### src/rtl/mac_pkg.sv
// Shared definitions for the MAC layer engine: controller state encoding and
// saturation bounds derived from the accumulator width.
package mac_pkg;

  typedef enum logic [2:0] {
    S_IDLE,
    S_RUN,
    S_FLUSH,
    S_OUT,
    S_DONE
  } state_t;

  // Largest and smallest value representable in an acc_w-bit two's complement word
  function automatic longint sat_max(input int acc_w);
    return (longint'(1) <<< (acc_w - 1)) - 1;
  endfunction

  function automatic longint sat_min(input int acc_w);
    return -(longint'(1) <<< (acc_w - 1));
  endfunction

endpackage

### src/rtl/mac_lane.sv
// One saturating multiply-accumulate lane: acc <= sat(acc + a*w) when enabled,
// synchronous clear for the start of a new dot product.
module mac_lane
  import mac_pkg::*;
#(
  parameter int W     = 8,
  parameter int ACC_W = 16
) (
  input  logic             clk,
  input  logic             rst,
  input  logic             clr,
  input  logic             en,
  input  logic [W-1:0]     a,
  input  logic [W-1:0]     w,
  output logic [ACC_W-1:0] acc
);

  localparam logic [ACC_W-1:0] ACC_MAX = ACC_W'(sat_max(ACC_W));
  localparam logic [ACC_W-1:0] ACC_MIN = ACC_W'(sat_min(ACC_W));

  logic [2*W-1:0]   a_ext;
  logic [2*W-1:0]   w_ext;
  logic [2*W-1:0]   prod;
  logic [ACC_W:0]   sum;
  logic [ACC_W-1:0] acc_nxt;

  assign a_ext = {{W{a[W-1]}}, a};
  assign w_ext = {{W{w[W-1]}}, w};
  assign prod  = a_ext * w_ext;

  // One guard bit is enough: |prod| never exceeds a quarter of the accumulator range
  assign sum = {acc[ACC_W-1], acc} + {{(ACC_W + 1 - 2 * W){prod[2*W-1]}}, prod};

  always_comb begin
    acc_nxt = sum[ACC_W-1:0];
    if (sum[ACC_W] != sum[ACC_W-1]) begin
      acc_nxt = sum[ACC_W] ? ACC_MIN : ACC_MAX;
    end
  end

  always_ff @(posedge clk or posedge rst) begin
    if (rst) begin
      acc <= '0;
    end else if (clr) begin
      acc <= '0;
    end else if (en) begin
      acc <= acc_nxt;
    end
  end

endmodule

### src/rtl/mac_layer_engine.sv
// Layer engine: streams K weight/input pairs from BRAM into N_MACS parallel
// saturating MAC lanes, then emits one result per lane over a valid/ready stream.
module mac_layer_engine
  import mac_pkg::*;
#(
  parameter int W       = 8,
  parameter int ACC_W   = 16,
  parameter int N_MACS  = 4,
  parameter int K_MAX   = 256,
  parameter int WADDR_W = 11,
  parameter int IADDR_W = 9
) (
  input  logic                         clk,
  input  logic                         rst,
  input  logic                         start,
  input  logic [$clog2(K_MAX+1)-1:0]   cfg_k,
  input  logic [WADDR_W-1:0]           cfg_w_base,
  input  logic [IADDR_W-1:0]           cfg_i_base,
  input  logic                         cfg_relu,
  output logic                         weight_bram_en,
  output logic [WADDR_W-1:0]           weight_bram_addr,
  input  logic [N_MACS*W-1:0]          weight_bram_dout,
  output logic                         input_bram_en,
  output logic [IADDR_W-1:0]           input_bram_addr,
  input  logic [W-1:0]                 input_bram_dout,
  output logic                         out_valid,
  input  logic                         out_ready,
  output logic [ACC_W-1:0]             out_data,
  output logic [$clog2(N_MACS)-1:0]    out_lane,
  output logic                         out_last,
  output logic                         busy,
  output logic                         done,
  output logic                         err
);

  localparam int KW = $clog2(K_MAX + 1);
  localparam int LW = $clog2(N_MACS);
  localparam logic [LW-1:0] LAST_LANE = LW'(N_MACS - 1);

  state_t state, state_nxt;

  logic [KW-1:0]      k_cnt;
  logic [KW-1:0]      k_q;
  logic [WADDR_W-1:0] w_base_q;
  logic [IADDR_W-1:0] i_base_q;
  logic               relu_q;
  logic [LW-1:0]      lane_cnt;
  logic               rd_valid;
  logic               accept;
  logic               cfg_bad;
  logic               cfg_ok;
  logic [ACC_W-1:0]   acc [N_MACS];
  logic [ACC_W-1:0]   out_sel;

  assign cfg_ok = (cfg_k != '0) && (cfg_k <= KW'(K_MAX));

  always_ff @(posedge clk or posedge rst) begin
    if (rst) begin
      state <= S_IDLE;
    end else begin
      state <= state_nxt;
    end
  end

  always_comb begin
    state_nxt      = state;
    accept         = 1'b0;
    cfg_bad        = 1'b0;
    busy           = 1'b0;
    done           = 1'b0;
    out_valid      = 1'b0;
    weight_bram_en = 1'b0;
    input_bram_en  = 1'b0;
    unique case (state)
      S_IDLE: begin
        if (start) begin
          if (cfg_ok) begin
            accept    = 1'b1;
            state_nxt = S_RUN;
          end else begin
            cfg_bad = 1'b1;
          end
        end
      end
      S_RUN: begin
        busy           = 1'b1;
        weight_bram_en = 1'b1;
        input_bram_en  = 1'b1;
        if (k_cnt == k_q - 1'b1) state_nxt = S_FLUSH;
      end
      S_FLUSH: begin
        busy      = 1'b1;
        state_nxt = S_OUT;
      end
      S_OUT: begin
        busy      = 1'b1;
        out_valid = 1'b1;
        if (out_ready && lane_cnt == LAST_LANE) state_nxt = S_DONE;
      end
      S_DONE: begin
        done      = 1'b1;
        state_nxt = S_IDLE;
      end
      default: state_nxt = S_IDLE;
    endcase
  end

  // rd_valid marks the cycle in which BRAM data for the previous request is on the bus
  always_ff @(posedge clk or posedge rst) begin
    if (rst) begin
      k_cnt    <= '0;
      k_q      <= '0;
      w_base_q <= '0;
      i_base_q <= '0;
      relu_q   <= 1'b0;
      lane_cnt <= '0;
      rd_valid <= 1'b0;
      err      <= 1'b0;
    end else begin
      err      <= cfg_bad;
      rd_valid <= weight_bram_en;
      if (accept) begin
        k_q      <= cfg_k;
        w_base_q <= cfg_w_base;
        i_base_q <= cfg_i_base;
        relu_q   <= cfg_relu;
        k_cnt    <= '0;
        lane_cnt <= '0;
      end else if (state == S_RUN) begin
        k_cnt <= k_cnt + 1'b1;
      end
      if (out_valid && out_ready) begin
        lane_cnt <= (lane_cnt == LAST_LANE) ? '0 : lane_cnt + 1'b1;
      end
    end
  end

  assign weight_bram_addr = weight_bram_en ? w_base_q + WADDR_W'(k_cnt) : '0;
  assign input_bram_addr  = input_bram_en  ? i_base_q + IADDR_W'(k_cnt) : '0;

  for (genvar l = 0; l < N_MACS; l++) begin : g_lane
    mac_lane #(
      .W    (W),
      .ACC_W(ACC_W)
    ) u_lane (
      .clk(clk),
      .rst(rst),
      .clr(accept),
      .en (rd_valid),
      .a  (input_bram_dout),
      .w  (weight_bram_dout[l*W +: W]),
      .acc(acc[l])
    );
  end

  assign out_sel  = acc[lane_cnt];
  assign out_data = !out_valid ? '0 : ((relu_q && out_sel[ACC_W-1]) ? '0 : out_sel);
  assign out_lane = out_valid ? lane_cnt : '0;
  assign out_last = out_valid && (lane_cnt == LAST_LANE);

endmodule

### config.mk
export PLATFORM = sky130hd
export DESIGN_NAME = mac_layer_engine
export DESIGN_NICKNAME = d
export VERILOG_FILES = /design/src/rtl/mac_pkg.sv /design/src/rtl/mac_lane.sv /design/src/rtl/mac_layer_engine.sv
export SDC_FILE = /design/constraint.sdc
export NUM_CORES = 1
export LEC_CHECK = 0
export CAP_MARGIN = 10
export CORE_UTILIZATION = 35
export DETAILED_ROUTE_END_ITERATION = 8
export PLACE_DENSITY_LB_ADDON = 0.1
export SLEW_MARGIN = 20
export SYNTH_ARGS = -nofsm -noshare
export SYNTH_HDL_FRONTEND = slang
export SYNTH_SLANG_ARGS = --single-unit
export TNS_END_PERCENT = 20
### constraint.sdc
create_clock -name clk -period 14.95 [get_ports clk]
set_input_delay 2.99 -clock clk [delete_from_list [all_inputs] [get_ports clk]]
set_output_delay 2.99 -clock clk [all_outputs]
set_load 0.05 [all_outputs]
# ---- Word level (Yosys, flattened, before mapping)
# Cells that the tools add are included.
dict set report totals {
  reg_bits 110
  in_bits 74
  out_inout_bits 45
  word_cells 99
}
dict set report op_classes {
  add_sub_neg 9
  multipliers 4
  n_lt_le_gt_ge 2
  n_eq_ne 14
  mux 44
  bitwise 1
  reduce_logical 12
}
# operator n
set ops {}
lappend ops {{16-bit two-way mux} 20}
lappend ops {{16-bit by 16-bit adder with 17-bit output} 4}
lappend ops {{8-bit by 8-bit multiplier with 16-bit output} 4}
lappend ops {{16-bit binary-select mux with 2-bit select} 1}
lappend ops {{9-bit two-way mux} 3}
lappend ops {{3-bit two-way mux} 4}
lappend ops {{3-bit one-hot mux with 4 select lines} 1}
lappend ops {{11-bit by 9-bit adder with 11-bit output} 1}
lappend ops {{11-bit two-way mux} 1}
lappend ops {{1-bit two-way mux} 10}
lappend ops {{9-bit by 1-bit adder with 9-bit output, second input constant} 1}
lappend ops {{9-bit adder} 1}
lappend ops {{9-bit equality test} 1}
lappend ops {{9-bit less-or-equal comparator, second input constant} 1}
lappend ops {{9-bit nonzero test} 1}
lappend ops {{9-bit by 1-bit subtractor with 9-bit output, second input constant} 1}
lappend ops {{2-bit two-way mux} 4}
lappend ops {{2-bit inequality test, second input constant} 4}
lappend ops {{3-bit by 2-bit equality test with 1-bit output, second input constant} 2}
lappend ops {{2-bit nonzero test} 3}
lappend ops {{1-bit logical AND} 5}
lappend ops {{1-bit inequality test} 4}
lappend ops {{4-bit AND reduction} 1}
lappend ops {{3-bit by 1-bit equality test with 1-bit output, second input constant} 1}
lappend ops {{other kinds (7)} 7}

# ---- Depth between registers and ports, before layout
# Gate-level depths: netlist of run 1.
dict set report logic_depth {
  word_depth 7
  depth_mapped 21
}

# ---- Cells and area by module
# From an unflattened synthesis of run 1, not the netlist that was laid out.
dict set report unflattened {
  cells_unflattened 2039
  area_unflattened_um2 19598.8
}
# mod instances cells_each area_each_um2 seq_area_each_um2
set modules_own_cells {}
lappend modules_own_cells {{mac_lane at g_lane[3].u_lane} 1 409 4050.1 400.4}
lappend modules_own_cells {{mac_lane at g_lane[2].u_lane} 1 410 4025.1 400.4}
lappend modules_own_cells {{mac_lane at g_lane[0].u_lane} 1 417 4023.9 400.4}
lappend modules_own_cells {{mac_lane at g_lane[1].u_lane} 1 412 4008.8 400.4}
lappend modules_own_cells {mac_layer_engine 1 391 3490.8 1151.1}

# ---- Least setup slack after synthesis of run 1
# No wires, ideal clock.
dict set report synth_path {
  kind {input to register}
  from {input port input_bram_dout[7]}
  to {register g_lane[3].u_lane.acc[1]}
  arrival_ns 7.984
  required_time_ns 14.824
  slack_ns 6.840
  path_stages 21
  path_buffers 4
  path_cell_list {clkbuf_1 -> clkbuf_1 -> nand2_1 -> fa_1 -> fa_1 -> inv_1 -> fa_1 -> inv_1 -> fa_1 -> inv_1 -> ha_1 -> ha_1 -> clkbuf_1 -> a21o_1 -> a21o_1 -> a21oi_1 -> o21ai_4 -> xnor2_4 -> buf_4 -> a211oi_1 -> a221o_1}
}
dict set report synth_via {
  elab_chain_cells 6
}
# item line
set synth_lines {}
lappend synth_lines {{start: declaration} mac_layer_engine.sv:25} ;# input logic [W-1:0] input_bram_dout,
lappend synth_lines {{8-bit by 8-bit multiplier with 16-bit output (*)} mac_lane.sv:29} ;# assign prod = a_ext * w_ext;
lappend synth_lines {{16-bit by 16-bit adder with 17-bit output (*)} mac_lane.sv:32} ;# assign sum = {acc[ACC_W-1], acc} + {{(ACC_W + 1 - 2 * W){prod[2*W-1]}}, prod};
lappend synth_lines {{16-bit two-way mux / 1-bit inequality test (equally long branches)} {mac_lane.sv:37, mac_lane.sv:36}}
lappend synth_lines {{16-bit two-way mux (*)} mac_lane.sv:36} ;# if (sum[ACC_W] != sum[ACC_W-1]) begin
lappend synth_lines {{16-bit two-way mux (*)} mac_lane.sv:46} ;# end else if (en) begin
lappend synth_lines {{16-bit two-way mux (*)} mac_lane.sv:44} ;# end else if (clr) begin
lappend synth_lines {{end signal: assignment} mac_lane.sv:47} ;# acc <= acc_nxt;
lappend synth_lines {{end: declaration} mac_lane.sv:15} ;# output logic [ACC_W-1:0] acc
# Every way passes the cells marked *; elsewhere a longest branch is shown, timed or not. The select of a mux whose other input is x is not followed.
# A chain may end at the register's enable or synchronous reset.

# ---- Worst setup path in the final report of run 1
dict set report layout_path {
  from {input port input_bram_dout[7]}
  to {register g_lane[2].u_lane.acc[5]}
}
dict set report layout_via {
  elab_chain_cells 6
}
# item line
set layout_lines {}
lappend layout_lines {{8-bit by 8-bit multiplier with 16-bit output (*)} mac_lane.sv:29}
lappend layout_lines {{16-bit by 16-bit adder with 17-bit output (*)} mac_lane.sv:32}
lappend layout_lines {{16-bit two-way mux / 1-bit inequality test (equally long branches)} {mac_lane.sv:37, mac_lane.sv:36}}
lappend layout_lines {{16-bit two-way mux (*)} mac_lane.sv:36}
lappend layout_lines {{16-bit two-way mux (*)} mac_lane.sv:46}
lappend layout_lines {{16-bit two-way mux (*)} mac_lane.sv:44}
lappend layout_lines {{end signal: assignment} mac_lane.sv:47}
lappend layout_lines {{end: declaration} mac_lane.sv:15}
# Marks and branches as above.

==> results of run 1 <==
[tightest hold or removal path, cell delays in order, from the launching register on]
cell and delay, ps:
sky130_fd_sc_hd__dfrtp_1 350, sky130_fd_sc_hd__nand2_1 50, sky130_fd_sc_hd__nand2_1 50
[registers in the layout, summed over array words and instances (netlist names)]
signal	flops
relu_q	1
w_base_q	11
g_lane.u_lane.acc	64
k_cnt	9
i_base_q	9
k_q	9
lane_cnt	2
state	3
err	1
rd_valid	1
[routing by layer]
| layer | wire (um) | part of all wire | GRT usage |
|---|---|---|---|
| met4 | 574 | 0.011 | 0.03803 |
| met1 | 24550 | 0.48 | 0.2753 |
| met5 | 0 | 0 | 0 |
| met2 | 24490 | 0.48 | 0.3204 |
| met3 | 1209 | 0.024 | 0.01665 |
[metrics by stage]
| stage | setup slack (ps) | util | cells |
|---|---|---|---|
| floorplan | 6840 | - | 2026 |
| global placement | 5568 | 0.3881 | 2771 |
| detailed placement | 5637 | 0.3882 | 2771 |
| CTS | 6025 | 0.3937 | 2787 |
| global route | 5663 | 0.3937 | 2787 |
| finish | 6034 | 0.3939 | 2790 |
[synthesized netlist by cell type (10+ instances only)]
cell type and instances:
sky130_fd_sc_hd__inv_1 348, sky130_fd_sc_hd__fa_1 306, sky130_fd_sc_hd__nand2_1 220, sky130_fd_sc_hd__ha_1 176, sky130_fd_sc_hd__and2_1 140, sky130_fd_sc_hd__dfrtp_1 110
sky130_fd_sc_hd__nor2_1 102, sky130_fd_sc_hd__a21oi_1 75, sky130_fd_sc_hd__clkbuf_1 70, sky130_fd_sc_hd__o21ai_0 58, sky130_fd_sc_hd__xnor2_1 53, sky130_fd_sc_hd__xor2_1 45
sky130_fd_sc_hd__maj3_1 32, sky130_fd_sc_hd__and3_1 24, sky130_fd_sc_hd__a211oi_1 22, sky130_fd_sc_hd__nor3_1 21, sky130_fd_sc_hd__a21o_1 19, sky130_fd_sc_hd__mux4_2 16
sky130_fd_sc_hd__o21bai_1 15, sky130_fd_sc_hd__a221o_1 12, sky130_fd_sc_hd__nand4_1 11, sky130_fd_sc_hd__nor4_1 10
[final timing paths]
kind,cells after the start,endpoint,start,slack [ps]
setup / recovery,18,g_lane[2].u_lane.acc[5]$_DFFE_PP0P_,input_bram_dout[7],6030
hold / removal,2,w_base_q[8]$_DFFE_PP0P_,w_base_q[8]$_DFFE_PP0P_,490
setup reg to reg,17,g_lane[2].u_lane.acc[5]$_DFFE_PP0P_,g_lane[2].u_lane.acc[6]$_DFFE_PP0P_,9570
hold reg to reg,2,w_base_q[8]$_DFFE_PP0P_,w_base_q[8]$_DFFE_PP0P_,490
max in group asynchronous,3,rd_valid$_DFF_PP0_,rst,10610
min in group asynchronous,2,g_lane[2].u_lane.acc[4]$_DFFE_PP0P_,rst,3110
[final cells by class]
type | instances | share of cell area
Clock inverter | 7 | 0.003417
Timing Repair Buffer | 134 | 0.06127
Sequential cell | 110 | 0.1297
Multi-Input combinational cell | 1479 | 0.6913
Tap cell | 696 | 0.04100
Clock buffer | 9 | 0.01060
Inverter | 352 | 0.06233
Antenna cell | 3 | 0.0003535
[logic make-up after synthesis]
group | synth area share
and+or+nand+nor | 0.1416
buffers and inverters | 0.08846
AOI/OAI and AO/OA | 0.09678
xor gates and xnor gates | 0.05153
DFF | 0.1441
adders and majority gates | 0.4561
muxes | 0.02148
==> flow_summary.ini, run 1 <==
[critical_path]
endpoint_kind = flip-flop
path_delay_family = adder cells
critPathArrivalTime_ps = 9170
highest_cell_delay_on_the_worst_timing_path_ps = 690
crit_path_cell_trace = clkdlybuf4s50_1, buf_4, and2_1, inv_1, fa_1, inv_1, fa_1, fa_1, fa_1, fa_1, ha_1, nor4_1, o21ai_1, nand2_1, o21ai_1, xnor2_2, a31oi_1, and3_1
cp_max_fo = 32
critical_setup_path_kind = primary input to flip-flop
path_common_cell = sky130_fd_sc_hd__fa_1
critPathLaunchType = primary input
critPathSlowestCell = sky130_fd_sc_hd__xnor2_2
critPathBufInv = 4
cp_data_required_time_ps = 15210

[timing]
pins_over_slew_limit = 0
rsz0062_at_grt = false
worst_pin_slew_ps = 1002
max_freq_ghz = 0.1122
timing.final.crit_share = 0.5964
timing.final.hold_violations = 0
setup_violations = 0
skew_ps = 10.22
setup_tns_ps = 0
max-slew-margin-rel = 0.3320
min_hold_slack_ps = 487.4
finalWorstPathRequiredPeriod_ps = 8916

[synthesis]
seq_area_frac_synth = 0.1441
synthesis.nets = 2582
syn_area_sq_um = 19110
synth_area_leader_cell = sky130_fd_sc_hd__fa_1
yosysWarningCount = 0
distinct_cell_type_count_of_the_synthesized_netlist = 66
post_synth.cell_area_avg_sq_um = 9.432
netlist_top_cells_area = sky130_fd_sc_hd__fa_1 32%, sky130_fd_sc_hd__dfrtp_1 14%, sky130_fd_sc_hd__ha_1 12%
syn-instance-count = 2026
synth_top_flop_cell = sky130_fd_sc_hd__dfrtp_1
yosys.area.top_type_share = 0.3206
synth.ff_latch_count = 110
asyncSetResetFlopFracSynth = 1.000
synth_edf_count = 0

[placement]
dp.final_hpwl_mm = 40.66
gpl.final_weighted_congestion = 0.8186
dpl_cell_area_sq_um = 20930
port-buffer-count = 118

[detailed_routing]
drt-initial-drc-count = 646
drtAntennaViolNets = 0
vias_per_cell = 4.955
routed_wire_length_per_instance_um = 18.22
routed-via-count = 13824
firstDrtPassIters = 5
wirelength_mm = 50.82
drc = 0

[clock_tree]
cts-htree-levels = 3
tritoncts_buffer_count = 9
post_cts_resized = 0
tritoncts = yes
cts_num_sinks = 110
postCtsSetupRepairBufs = 0
root_buf_cell = sky130_fd_sc_hd__clkbuf_16
clock_network_latency_to_the_later_pin_of_the_worst_skew_pair_ps = 370
cts_hold_buf = 0
clock_pin_slew_of_the_registers_on_the_worst_case_setup_and_hold_paths_ps = 70
clockBufferDepth = 2

[global_route]
globalRoute.totalOverflow = 0
grt_max_degree = 107
grt_first_pass_wirelength_mm = 83.61
grtUsageTotal = 0.1931
grt_pass1_vias = 14874
grt_antenna_before_repair = 1

[layout]
fillerInstances = 5409
layout.cells.most_common = sky130_fd_sc_hd__inv_1
postLayoutCellArea_sq_um = 21240
seqCellArea_sq_um = 2754
finalNetCount = 2642
most-common-layout-cells = 347 x sky130_fd_sc_hd__inv_1, 306 x sky130_fd_sc_hd__fa_1, 220 x sky130_fd_sc_hd__nand2_1
area_of_the_multi_input_gates_sq_um = 14680
flow.area_growth_from_synthesis_pct = 11.14
final_layout_size_suffix_gt1_frac = 0.04017

[floorplan]
starting_density = 0.3544
fp.dieArea_sq_um = 55530
placement_rows = 85
die_h_um = 235.7
io-pin-count = 119
core-area_sq_um = 53920
dieWidth_um = 235.7

[worst_hold_path]
worstHoldPathType = flip-flop to flip-flop

[run_status]
run_status = finished clean

[run]
max_cap_viol_count = 0
Power of run 1 is not shown: default switching activity piles up to over one toggle a cycle in this logic, so the estimate is an artifact.
==> run 2: changes to the inputs <==
==> constraint.sdc (replaced) <==
create_clock -name clk -period 7.7 [get_ports clk]
set_input_delay 1.54 -clock clk [delete_from_list [all_inputs] [get_ports clk]]
set_output_delay 1.54 -clock clk [all_outputs]
set_load 0.05 [all_outputs]
==> run 2 against run 1 <==
  * Count of clock-buffer cells in the layout rose by 2
  * Worst setup slack worse by 5500 ps
  * Via count increased by 0.42%
  * Sequential share of layout area decreased by 0.17 points
  * Critical path depth is 1 higher
==> flow_summary.ini, run 2 (synthesis results as in run 1) <==
[detailed_routing]
drc = 0
firstDrtPassIters = 4
wirelength_mm = 51.38
routed-via-count = 13882
drt-initial-drc-count = 492
vias_per_cell = 4.930
routed_wire_length_per_instance_um = 18.25
drtAntennaViolNets = 0

[layout]
largest_register = g_lane.u_lane.acc
flow.area_growth_from_synthesis_pct = 12.62
reg_top3 = g_lane.u_lane.acc (64), w_base_q (11)
final_layout_size_suffix_gt1_frac = 0.05191
most-common-layout-cells = 347 x sky130_fd_sc_hd__inv_1, 306 x sky130_fd_sc_hd__fa_1, 220 x sky130_fd_sc_hd__nand2_1
finalNetCount = 2670
layout.cells.most_common = sky130_fd_sc_hd__inv_1
largest_register_ff_count = 64

[clock_tree]
clock_pin_slew_of_the_registers_on_the_worst_case_setup_and_hold_paths_ps = 80
clockBufferDepth = 2
postCtsSetupRepairBufs = 0
cts_num_sinks = 110
tritoncts_buffer_count = 9
cts-htree-levels = 3
clock_network_latency_to_the_later_pin_of_the_worst_skew_pair_ps = 360
post_cts_resized = 0
tritoncts = yes
cts_hold_buf = 0
root_buf_cell = sky130_fd_sc_hd__clkbuf_16

[critical_path]
critical_path.reg2reg.startpoint = g_lane[0].u_lane.acc[6]$_DFFE_PP0P_
endpoint_kind = flip-flop
cp_data_required_time_ps = 7950
r2r_cells = 18
reg2reg_slack_ps = 2310
critPathArrivalTime_ps = 7430
critical_setup_path_kind = primary input to flip-flop
critPathLaunchType = primary input
cp_max_fo = 22
timing.rr.end = g_lane[0].u_lane.acc[1]$_DFFE_PP0P_

[floorplan]
placement_rows = 85
io-pin-count = 119
fp.dieArea_sq_um = 55530
core-area_sq_um = 53920
starting_density = 0.3544
dieWidth_um = 235.7
die_h_um = 235.7

[timing]
setup_tns_ps = 0
worst_pin_slew_ps = 1080
pins_over_slew_limit = 0
max_freq_ghz = 0.1393
timing.final.hold_violations = 0
timing.final.crit_share = 0.9326
rsz0062_at_grt = false
skew_ps = 13.06
max-slew-margin-rel = 0.2798
finalWorstPathRequiredPeriod_ps = 7181
setup_violations = 0

[worst_hold_path]
worst_hold_startpoint = w_base_q[7]$_DFFE_PP0P_
whs_endpoint = w_base_q[7]$_DFFE_PP0P_
worstHoldPathCells = 2
worstHoldPathType = flip-flop to flip-flop

[placement]
gpl.final_weighted_congestion = 0.8182
dp.final_hpwl_mm = 42.16
port-buffer-count = 118

[run_status]
run_status = finished clean

[global_route]
grt_first_pass_wirelength_mm = 84.03
grtUsageTotal = 0.1934
globalRoute.totalOverflow = 0
grt_antenna_before_repair = 1
grt_pass1_vias = 14883
grt_max_degree = 107

[run]
max_cap_viol_count = 0
run 2: critical path, stage by stage:
cell,delay (ps)
sky130_fd_sc_hd__clkdlybuf4s50_1,500
sky130_fd_sc_hd__buf_12,170
sky130_fd_sc_hd__buf_4,200
sky130_fd_sc_hd__and2_1,430
sky130_fd_sc_hd__fa_1,540
sky130_fd_sc_hd__fa_1,500
sky130_fd_sc_hd__fa_1,540
sky130_fd_sc_hd__inv_1,50
sky130_fd_sc_hd__fa_1,500
sky130_fd_sc_hd__inv_1,50
sky130_fd_sc_hd__ha_1,270
sky130_fd_sc_hd__ha_1,390
sky130_fd_sc_hd__nand2_1,90
sky130_fd_sc_hd__nor2_1,50
sky130_fd_sc_hd__a211oi_1,260
sky130_fd_sc_hd__o21ai_1,150
sky130_fd_sc_hd__xnor2_2,710
sky130_fd_sc_hd__a31oi_1,250
sky130_fd_sc_hd__and3_1,220
run 2: final cells by class:
| type | count | area [sq um] |
|---|---|---|
| Fill cell | 5420 | 32400 |
| Clock inverter | 5 | 52.55 |
| Timing Repair Buffer | 162 | 1599 |
| Clock buffer | 11 | 242.7 |
| Antenna cell | 1 | 2.502 |
| Sequential cell | 110 | 2754 |
| Multi-Input combinational cell | 1479 | 14680 |
| Inverter | 352 | 1324 |
| Tap cell | 696 | 870.8 |
run 2: routing by layer:
layer,routed length (um),GRT usage,share of wire
met1,23860,0.2662,0.46
met2,25380,0.3297,0.49
met3,1390,0.02087,0.027
met4,753,0.03605,0.015
met5,0,0,0
run 2: worst max path at each step:
stage	from	to	slack (ps)	depth (start not counted)
floorplan	input_bram_dout[7]	g_lane[3].u_lane.acc[1]$_DFFE_PP0P_	1040	21
global placement	input_bram_dout[7]	g_lane[2].u_lane.acc[5]$_DFFE_PP0P_	190	19
detailed placement	input_bram_dout[7]	g_lane[2].u_lane.acc[4]$_DFFE_PP0P_	110	19
CTS	input_bram_dout[7]	g_lane[2].u_lane.acc[4]$_DFFE_PP0P_	500	19
global route	input_bram_dout[7]	g_lane[2].u_lane.acc[5]$_DFFE_PP0P_	220	19
finish	input_bram_dout[7]	g_lane[2].u_lane.acc[5]$_DFFE_PP0P_	520	19
run 2: stage by stage:
step / utilization / worst slack [ps] / instance area (sq um) / std cells / hold WS [ps]
3_5_place_dp: 0.3936 / 110.7 / 21220 / 2799 / 472.0
4_1_cts: 0.3991 / 498.4 / 21520 / 2815 / 494.3
3_3_place_gp: 0.3936 / 187.5 / 21220 / 2799 / 463.7
2_1_floorplan: - / 1040 / 19110 / 2026 / 449.7
5_1_grt: 0.3991 / 219.3 / 21520 / 2815 / 516.5
6_report: 0.3991 / 519.3 / 21520 / 2816 / 486.7
Power of run 2 is left out for the same reason.
